==> config.mk <==
export PLATFORM = sky130hd
export DESIGN_NAME = jt6295_ctrl
export DESIGN_NICKNAME = d
export VERILOG_FILES = /design/src/rtl/jt6295_ctrl.sv
export SDC_FILE = /design/constraint.sdc
export NUM_CORES = 1
export LEC_CHECK = 0
export CORE_UTILIZATION = 52
export CTS_CLUSTER_SIZE = 40
export DETAILED_ROUTE_END_ITERATION = 10
export DONT_BUFFER_PORTS = 1
export GPL_TIMING_DRIVEN = 1
export PLACE_DENSITY = 0.76
export SLEW_MARGIN = 20
export SYNTH_ARGS = -nofsm -noshare
export SYNTH_HDL_FRONTEND = slang
export SYNTH_SLANG_ARGS = --single-unit
==> constraint.sdc <==
create_clock -name clk -period 12.3 [get_ports clk]
set_input_delay 1.845 -clock clk [delete_from_list [all_inputs] [get_ports clk]]
set_output_delay 1.845 -clock clk [all_outputs]
set_load 0.1 [all_outputs]
==> src/rtl/jt6295_ctrl.sv <==
// jt6295_ctrl: CPU command parser and phrase-table fetcher feeding the 4-channel ADPCM datapath.
// Define JT6295_ROM_TIMEOUT_EN to abandon a phrase fetch after 255 clk without rom_ok.
module jt6295_ctrl #(
    parameter int HOLD_CEN = 4
) (
    input  logic        clk,
    input  logic        rst,
    input  logic        cen_i,
    input  logic        wrn_i,
    input  logic [7:0]  din_i,
    input  logic [3:0]  busy_i,
    output logic [3:0]  start_o,
    output logic [3:0]  stop_o,
    output logic [17:0] start_addr_o,
    output logic [17:0] stop_addr_o,
    output logic [3:0]  att_o,
    output logic        rom_cs_o,
    output logic [17:0] rom_addr_o,
    input  logic [7:0]  rom_data_i,
    input  logic        rom_ok_i
);
    localparam int HW = $clog2(HOLD_CEN + 1);
    typedef enum logic [2:0] {IDLE, CMD2, READ, ISSUE, HOLD} state_t;
    state_t        state_q, state_d;
    logic          wrn_q, byte_v_q, pend_v_q, pend_v_d, fresh_q, fresh_d, cmd_v, acc;
    logic [7:0]    byte_q, pend_q, pend_d, cmd;
    logic [6:0]    phrase_q, phrase_d;
    logic [3:0]    mask_q, mask_d, attn_q, attn_d, start_q, start_d, stop_q, stop_d, att_q, att_d;
    logic [2:0]    idx_q, idx_d;
    logic [17:0]   sn_q, sn_d, en_q, en_d, sa_q, sa_d, ea_q, ea_d;
    logic [HW-1:0] hcnt_q, hcnt_d;
`ifdef JT6295_ROM_TIMEOUT_EN
    logic [7:0]    tmo_q, tmo_d;
`endif

    // A fresh write wins over the pending byte when both are ready in IDLE
    assign cmd_v = byte_v_q | pend_v_q;
    assign cmd   = byte_v_q ? byte_q : pend_q;
    assign acc   = state_q == READ && !fresh_q && rom_ok_i;

    always_comb begin
        state_d  = state_q;
        phrase_d = phrase_q;
        mask_d   = mask_q;
        attn_d   = attn_q;
        idx_d    = idx_q;
        fresh_d  = 1'b0;
        sn_d     = sn_q;
        en_d     = en_q;
        hcnt_d   = hcnt_q;
        pend_v_d = pend_v_q;
        pend_d   = pend_q;
        start_d  = 4'd0;
        stop_d   = 4'd0;
        sa_d     = sa_q;
        ea_d     = ea_q;
        att_d    = att_q;
        case (state_q)
            IDLE: begin
                pend_v_d = 1'b0;
                if (cmd_v && cmd[7]) begin
                    phrase_d = cmd[6:0];
                    state_d  = cmd[6:0] != 7'd0 ? CMD2 : IDLE;
                end else if (cmd_v) begin
                    stop_d = cmd[6:3];
                end
            end
            CMD2: if (byte_v_q) begin
                mask_d  = byte_q[7:4];
                attn_d  = byte_q[3:0];
                idx_d   = 3'd0;
                fresh_d = 1'b1;
                state_d = (byte_q[7:4] & ~busy_i) != 4'd0 ? READ : IDLE;
            end
            READ: if (acc) begin
                // 8-bit shift into 18 bits leaves {b0[1:0], b1, b2} after three bytes
                sn_d    = idx_q < 3'd3 ? {sn_q[9:0], rom_data_i} : sn_q;
                en_d    = idx_q < 3'd3 ? en_q : {en_q[9:0], rom_data_i};
                idx_d   = idx_q + 3'd1;
                fresh_d = 1'b1;
                state_d = idx_q == 3'd5 ? ISSUE : READ;
            end
            ISSUE: begin
                start_d = mask_q & ~busy_i;
                sa_d    = sn_q;
                ea_d    = en_q;
                att_d   = attn_q;
                hcnt_d  = '0;
                state_d = HOLD;
            end
            HOLD: if (cen_i) begin
                hcnt_d  = hcnt_q + 1'b1;
                state_d = hcnt_q == HW'(HOLD_CEN - 1) ? IDLE : HOLD;
            end
            default: state_d = IDLE;
        endcase
        if (byte_v_q && state_q inside {READ, ISSUE, HOLD}) begin
            pend_d   = byte_q;
            pend_v_d = 1'b1;
        end
`ifdef JT6295_ROM_TIMEOUT_EN
        tmo_d = state_q == READ && !acc ? tmo_q + 8'd1 : 8'd0;
        if (state_q == READ && !acc && tmo_q == 8'hff) state_d = IDLE;
`endif
    end

    always_ff @(posedge clk or posedge rst) begin
        if (rst) begin
            state_q  <= IDLE;
            wrn_q    <= 1'b1;
            byte_v_q <= 1'b0;
            byte_q   <= 8'd0;
            pend_v_q <= 1'b0;
            pend_q   <= 8'd0;
            fresh_q  <= 1'b0;
            phrase_q <= 7'd0;
            mask_q   <= 4'd0;
            attn_q   <= 4'd0;
            idx_q    <= 3'd0;
            sn_q     <= 18'd0;
            en_q     <= 18'd0;
            hcnt_q   <= '0;
            start_q  <= 4'd0;
            stop_q   <= 4'd0;
            sa_q     <= 18'd0;
            ea_q     <= 18'd0;
            att_q    <= 4'd0;
`ifdef JT6295_ROM_TIMEOUT_EN
            tmo_q    <= 8'd0;
`endif
        end else begin
            state_q  <= state_d;
            wrn_q    <= wrn_i;
            byte_v_q <= wrn_q & ~wrn_i;
            byte_q   <= din_i;
            pend_v_q <= pend_v_d;
            pend_q   <= pend_d;
            fresh_q  <= fresh_d;
            phrase_q <= phrase_d;
            mask_q   <= mask_d;
            attn_q   <= attn_d;
            idx_q    <= idx_d;
            sn_q     <= sn_d;
            en_q     <= en_d;
            hcnt_q   <= hcnt_d;
            start_q  <= start_d;
            stop_q   <= stop_d;
            sa_q     <= sa_d;
            ea_q     <= ea_d;
            att_q    <= att_d;
`ifdef JT6295_ROM_TIMEOUT_EN
            tmo_q    <= tmo_d;
`endif
        end
    end

    assign start_o      = start_q;
    assign stop_o       = stop_q;
    assign start_addr_o = sa_q;
    assign stop_addr_o  = ea_q;
    assign att_o        = att_q;
    assign rom_cs_o     = state_q == READ;
    assign rom_addr_o   = {8'd0, phrase_q, idx_q};
endmodule

==> Word level (Yosys, flattened, before mapping) <==
Index checks and enable logic that the tools add are counted.
{ "totals": {"regBits": 128, "input_bits": 25, "elab_cells": 82} }
{ "classes": {"addsub": 2, "n_lt_le_gt_ge": 1, "n_eq_ne": 10, "mux": 24, "n_bitwise": 7, "reduce_logical": 19} }
{ "op_table": {"columns": ["cell", "count"], "rows": [
  ["$mux 3", 8],
  ["$mux 4", 4],
  ["$pmux 3 s5", 1],
  ["$pmux 3 s2", 2],
  ["$eq 3x2->1 const B", 3],
  ["$reduce_and 3->1", 3],
  ["$and 4x4->4", 2],
  ["$mux 8", 1],
  ["$reduce_bool 7->1", 1],
  ["$add 3x1->3 const B", 2],
  ["$eq 3x3->1 const B", 2],
  ["$mux 1", 6],
  ["$ne 2x2->1 const B", 3],
  ["$reduce_and 2->1", 3],
  ["$reduce_bool 2->1", 3],
  ["$logic_and 1x1->1", 4],
  ["$not 4->4", 1],
  ["$reduce_and 4->1", 1],
  ["$reduce_bool 4->1", 1],
  ["$eq 3x1->1 const B", 1],
  ["$logic_not 3->1", 1],
  ["$lt 3x2->1 const B", 1],
  ["$reduce_bool 3->1", 1],
  ["$mux 2", 1],
  ["other kinds (6)", 7]
]} }

==> Depth between registers and ports, before layout <==
Gate-level depths: netlist of the first run.
{ "logic_depth": {"ltp_word": 6, "ltp_mapped": 6} }

==> Least setup slack after synthesis of the first run <==
Ideal clock, no wire load.
{ "synth_path": {"kind": "reg2out", "from": "register state_q[2]", "to": "output rom_cs_o", "arrival_time_ns": 1.475, "t_required_ns": 10.455, "path_slack_ns": 8.980, "path_stages_with_launch": 3, "path_buffers": 1, "path_cell_list": "dfrtp_1 buf_2 nor3b_4"} }
{ "synth_between": {"elab_chain_len": 1} }
{ "synth_rtl": {"columns": ["element", "line_no", "text"], "rows": [
  ["from (decl)", "24", "state_t state_q, state_d;"],
  ["from (signal assigned)", "132", "state_q <= state_d;"],
  ["$eq 3x2->1", "162", "assign rom_cs_o = state_q == READ;"],
  ["to (decl)", "17", "output logic rom_cs_o,"]
]} }
Every way passes these cells.

==> Worst setup path in the final report of the first run <==
{ "layout_path": {"from": "register state_q[1]", "to": "output rom_cs_o"} }
Same word-level chain as after synthesis.

==> key figures, run 1 <==
Outcome
  • Status: finished, final reports clean

Synth
  • Yosys top cell area share: between 60% and 70%
  • Post-synth EDFFs: 0
  • Synth unique cells: 39
  • Largest area contributor in the netlist: dfrtp_1
  • Mapped Avg Cell Area: 14.3 µm²
  • Post-Synthesis Cells: 356
  • Sequential share of the synthesized area: between 60 and 70%
  • Async S/R FF share, synth: 100%
  • YS warnings: 0
  • Top cells by area, synth: dfrtp_1, mux2_2, mux2_4, mux2i_1, mux2_1
  • Synth Cell Area: 0.00509 mm²
  • Top FF cell, synth: dfrtp_1
  • Number of synthesized register bits: around 130

Timing
  • Fin crit share: roughly 29%
  • Slew Limit Fails: 0
  • Slew headroom: between 30% and 40%
  • Slew @ Worst Pin: roughly 1.0 ns
  • Final hold viol count: 0
  • Worst Skew: around 0.0073 ns
  • F_max: about 280 MHz
  • Tmin final: about 3.6 ns
  • Setup tns final: 0 ns
  • Setup WS post-layout: just under 9 ns
  • Final setup fails: 0
  • RSZ-0062 raised after global routing: no

Power
  • Peak VDD IR: approximately 0.19 mV
  • Leakage power: around 0.0028 µW
  • PD cells: just over 300 mW/mm²
  • Overall Power: roughly 1800 µW

Setup path
  • Worst Setup Start Kind: register
  • Crit Path Max Fanout: 16
  • Worst path cell trace: nor3b_4, buf_4
  • Crit-path max cell delay: ~0.61 ns
  • Critical path required time: between 10 and 15 ns
  • CP Buf/Inv Count: 1
  • Crit end category: output pin
  • CP top delay family: flip-flops
  • Critical Path AT: 1.74 ns
  • Slowest CP cell: dfrtp_1
  • R2R depth: 3
  • CP Class: reg -> out
  • Cell count along the critical path: 2

Clocking
  • Resize count post-CTS: 0
  • Root Driver: clkbuf_8
  • CTS HTree Levels: 4
  • Clock Sinks: ~130
  • CTS Hold Bufs: 0
  • TritonCTS clock tree: yes
  • Clock Latency Late Sink: between 0.5 and 0.6 ns
  • CTS clk-pin slew, worst paths: approximately 0.06 ns
  • Post-CTS setup buffer count: 0
  • TritonCTS buffer count: 17
  • CTS max path bufs: 2

Layout
  • Area growth, synth to finish: 13.8%
  • Non-filler cells in the finished layout: ~500
  • Share of cells above drive strength 1: 32.6%
  • Most frequent cells in the layout: dfrtp_1, mux2_2, nor2_1
  • Most common cell after layout, fill and taps aside: dfrtp_1
  • # nets final: ~390

Die
  • CORE AREA: 0.00937 mm²
  • Initial Utilization: roughly 54%
  • Die Span Y: 101 µm
  • DIE AREA: between 0.01 and 0.015 mm²
  • Core Rows: 35
  • Horiz. Die Dim: 101 µm
  • IO Pins: 92

Hold path
  • Hold Path Class: reg -> reg
  • Hold Path Cell Cnt: 1

Placed design
  • Gpl congestion: about 0.76
  • PortBufs: 0
  • Final HPWL DP: ~6000 µm
  • Placement Setup Slack: around 9 ns
  • DP Cell Count: about 470

Global routing
  • Grt ovf: 0
  • Tot GR Track Use: roughly a fifth
  • Largest net degree at the start of global routing: 69
  • First-pass GRT wire length: roughly 15000 µm
  • Vias in the first global route: 2900
  • Initial antenna violation count: 1

Routing
  • DRC: 0
  • Vias per cell: approximately 5.5
  • Iter 0 DRT Violations: 95
  • Pre-antenna DRT Iters: 4
  • Via count: between 2000 and 3000
  • ANT nets after route: 0
  • Final wirelength: roughly 9000 µm
  • WL/cell: between 15 and 20 µm

Job
  • Max-Cap Viols: 0
## worst reg2reg max path, delay by kind of cell, from the launching register on
kind,cells,cell delay [ns]
multiplexers,1,0.42
AND/OR/NAND/NOR,1,0.59
flip-flops,1,1.02
AO/OA/AOI/OAI,1,0.35
## kinds of logic (layout without fill, tap and decap cells)
| logic type | count (synthesis) | count (layout) | synth area share (%) |
|---|---|---|---|
| other | 1 | 9 | 0.0737 |
| DFF | 128 | 128 | 63.0 |
| and+or+nand+nor | 64 | 64 | 7.08 |
| buffers and inverters | 30 | 41 | 3.39 |
| muxes | 96 | 96 | 21.8 |
| AOI/OAI and AO/OA | 32 | 32 | 3.56 |
| xor gates and xnor gates | 1 | 1 | 0.172 |
| adders and majority gates | 4 | 4 | 0.983 |
## cell type report
class | count | area (µm²)
Sequential cell | 128 | 3200
Multi-Input combinational cell | 205 | 1750
Timing Repair Buffer | 2 | 15.0
Clock inverter | 14 | 216
Tap cell | 129 | 161
Antenna cell | 1 | 2.50
Inverter | 8 | 32.5
Fill cell | 764 | 3580
Clock buffer | 17 | 414
## registers in the layout (all words and copies together) (netlist names)
signal,flops
state_q,3
byte_v_q,1
start_o,4
idx_q,3
byte_q,8
fresh_q,1
wrn_q,1
en_q,18
pend_q,8
hcnt_q,3
sn_q,18
attn_q,4
stop_addr_o,18
phrase_q,7
att_o,4
stop_o,4
start_addr_o,18
mask_q,4
pend_v_q,1
## metal layers
metal	vias to the layer above	wire length [µm]	track usage, %
li1	1247	-	-
met1	1420	3840	23.9
met2	74	4530	30.6
met3	12	536	7.63
met4	0	131	7.80
met5	-	0	0
## final timing paths
check / start / endpoint / slack [ns]
setup / recovery: state_q[1] / rom_cs_o / 8.72
hold / removal: attn_q[1] / att_o[1] / 0.50
setup reg to reg: idx_q[0] / en_q[14] / 9.81
hold reg to reg: attn_q[1] / att_o[1] / 0.50
max in group asynchronous: rst / phrase_q[2] / 9.64
min in group asynchronous: rst / start_addr_o[11] / 1.33
## Yosys cell counts, types with 6 or more instances
library cell,instances
inv_1,8
dfrtp_1,127
nor3b_1,6
mux2i_1,8
mux2_4,10
buf_4,8
nand2_1,13
nor2_1,21
o21ai_0,8
buf_2,11
mux2_1,7
mux2_2,71
a21oi_1,13
## metrics by stage
step	hold slack, ns	cell area, µm²	utilization, %
finish	0.500	5790	61.8
global route	0.517	5790	61.8
CTS	0.504	5790	61.7
detailed placement	0.488	5150	55.0
global placement	0.482	5150	55.0
floorplan	0.471	5120	-
## where the power goes
part           total (µW)  internal (µW)  leakage, µW  switching, µW
registers             992            530      0.00168            462
logic                 240            121     0.000785            118
clock network         527            348     0.000308            178
No activity file was read; power rests on OpenSTA's default activity.
==> inputs of run 2 (changes only) <==
- PLACE_DENSITY: 0.76 -> 0.79
- clock period: 12.3 -> 3.04 ns (I/O delays scaled with it)
==> key figures, run 2 (synthesis gave the netlist of run 1 again) <==
Placed design
  • Gpl congestion: between 0.7 and 0.8
  • Final HPWL DP: between 5000 and 6000 µm
  • PortBufs: 0
  • DP Cell Count: around 480
  • Placed cell areas: ~0.0052 mm²

Timing
  • Slew headroom: between 30% and 40%
  • F_max: 443 MHz
  • Fin crit share: about 74%
  • Worst hold slack: approximately 0.078 ns
  • Final hold viol count: 0
  • Worst Skew: approximately 0.017 ns
  • Slew @ Worst Pin: approximately 0.94 ns
  • RSZ-0062 raised after global routing: no
  • Slew Limit Fails: 0
  • Tmin final: about 2.3 ns
  • Final setup fails: 0
  • Setup tns final: 0 ns

Setup path
  • Crit end category: output pin
  • Worst Setup Start Kind: register
  • Critical Path AT: approximately 1.8 ns
  • Slowest CP cell: dfrtp_1
  • Crit-path max cell delay: approximately 0.61 ns
  • Crit Path Max Fanout: 16
  • Critical path required time: 2.58 ns
  • Worst path cell trace: nor3b_4, buf_4
  • CP Class: reg -> out

Global routing
  • Vias in the first global route: roughly 3000
  • Grt ovf: 0
  • Tot GR Track Use: between 10% and 20%
  • Initial antenna violation count: 0
  • First-pass GRT wire length: around 15000 µm
  • Largest net degree at the start of global routing: 82

Layout
  • Non-filler cells in the finished layout: between 500 and 600
  • # nets final: about 410
  • Share of cells above drive strength 1: between 30% and 40%
  • Area growth, synth to finish: 15.8%
  • Fin area: around 0.006 mm²
  • Most frequent cells in the layout: dfrtp_1, mux2_2, nor2_1
  • Most common cell after layout, fill and taps aside: dfrtp_1
  • Ant. Diodes: 0

Power
  • Leakage power: about 0.0028 µW
  • Combinational Power Share: between 15 and 20%
  • P_int: approximately 3800 µW
  • Clock power frac: a little over a quarter
  • PD cells: 1160 mW/mm²
  • Peak VDD IR: between 0.8 and 0.9 mV
  • Psw: 3060 µW
  • Sw Ratio: roughly 45%
  • Reg power frac: between 50% and 60%

Die
  • Horiz. Die Dim: 101 µm
  • Core Rows: 35
  • DIE AREA: between 0.01 and 0.015 mm²
  • CORE AREA: 0.00937 mm²
  • IO Pins: a little over 90
  • Die Span Y: between 100 and 150 µm
  • Initial Utilization: a little over half

Routing
  • Vias per cell: roughly 5.5
  • WL/cell: roughly 17 µm
  • Iter 0 DRT Violations: ~110
  • Pre-antenna DRT Iters: 4
  • Via count: about 2800
  • ANT nets after route: 0
  • DRC: 0
  • Final wirelength: 9120 µm

Clocking
  • Post-CTS setup buffer count: 0
  • Root Driver: clkbuf_8
  • TritonCTS clock tree: yes
  • Clock Latency Late Sink: ~0.51 ns
  • CTS max path bufs: 2
  • TritonCTS buffer count: 17
  • Clock Sinks: ~130
  • CTS clk-pin slew, worst paths: 0.06 ns
  • CTS HTree Levels: 4
  • Resize count post-CTS: 0

Outcome
  • Status: finished, final reports clean

Hold path
  • Hold Path Class: in -> reg

Job
  • Max-Cap Viols: 0
[run 2: cell types whose count changed in the layout (fill, tap and decap cells not counted)]
cell           previous run  this run
dlygate4sd3_1             0        14
buf_4                     2         7
bufinv_16                 5         1
clkinvlp_4                1         5
buf_12                    0         1
clkbuf_8                  1         2
clkinv_2                  3         2
clkinv_4                  5         4
diode_2                   1         0
inv_4                     1         0
inv_6                     0         1
nand2_2                   0         1
nand2_4                   2         1
[run 2: per-layer routing]
| layer | GRT usage [%] | part of all wire (%) | up-vias | routed length [µm] |
|---|---|---|---|---|
| met1 | 23.8 | 42 | 1477 | 3840 |
| met5 | 0 | 0 | - | 0 |
| met4 | 9.70 | 1.9 | 0 | 172 |
| met3 | 7.91 | 6.5 | 16 | 597 |
| li1 | - | - | 1273 | - |
| met2 | 31.0 | 49 | 82 | 4510 |
[run 2: power by group through the flow]
stage / clock [µW] / sequential (µW) / combinational (µW)
after floorplan: 0 / 3880 / 882
after global placement: 0 / 3930 / 1030
after detailed placement: 0 / 3950 / 1070
after CTS: 1840 / 3930 / 1100
after global routing: 1910 / 4000 / 1210
final: 1810 / 3930 / 1090
[run 2: timing repair]
item / 4_1_cts / 5_1_grt
hold endpoints to repair: 39 / 1
hold buffers: 13 / 1
setup endpoints to repair: 0 / 0
[run 2: cell type report]
cell class | instances | area, µm²
clock inverter | 12 | 114
timing repair buffer | 22 | 213
multi-input combinational | 205 | 1740
fill | 700 | 3480
tap | 129 | 161
inverter | 8 | 33.8
clock buffer | 18 | 428
sequential | 128 | 3200
[run 2: worst paths after layout]
kind | startpoint | end | slack (ns) | cells after the start
setup / recovery | state_q[1] | rom_cs_o | 0.78 | 2
min in group asynchronous | rst | byte_q[1] | 0.52 | 2
hold / removal | rom_data_i[3] | sn_q[3] | 0.08 | 1
max in group asynchronous | rst | start_addr_o[13] | 1.71 | 3
setup reg to reg | state_q[1] | sn_q[7] | 0.89 | 4
hold reg to reg | mask_q[2] | mask_q[2] | 0.50 | 1
[run 2: worst max-delay path: cells and delay by family, from the launching register on]
kind / cells / cell delay (ns)
buffers and inverters: 1 / 0.36
DFF: 1 / 0.61
and+or+nand+nor: 1 / 0.33
[run 2: through the flow]
| step | setup WS (ns) | total power, µW | util, % |
|---|---|---|---|
| after floorplan | 0.564 | 4760 | - |
| after global placement | 0.998 | 4960 | 55.6 |
| after detailed placement | 0.907 | 5030 | 55.6 |
| after CTS | 0.758 | 6870 | 62.8 |
| after global routing | 0.659 | 7120 | 62.9 |
| final | 0.783 | 6830 | 62.9 |
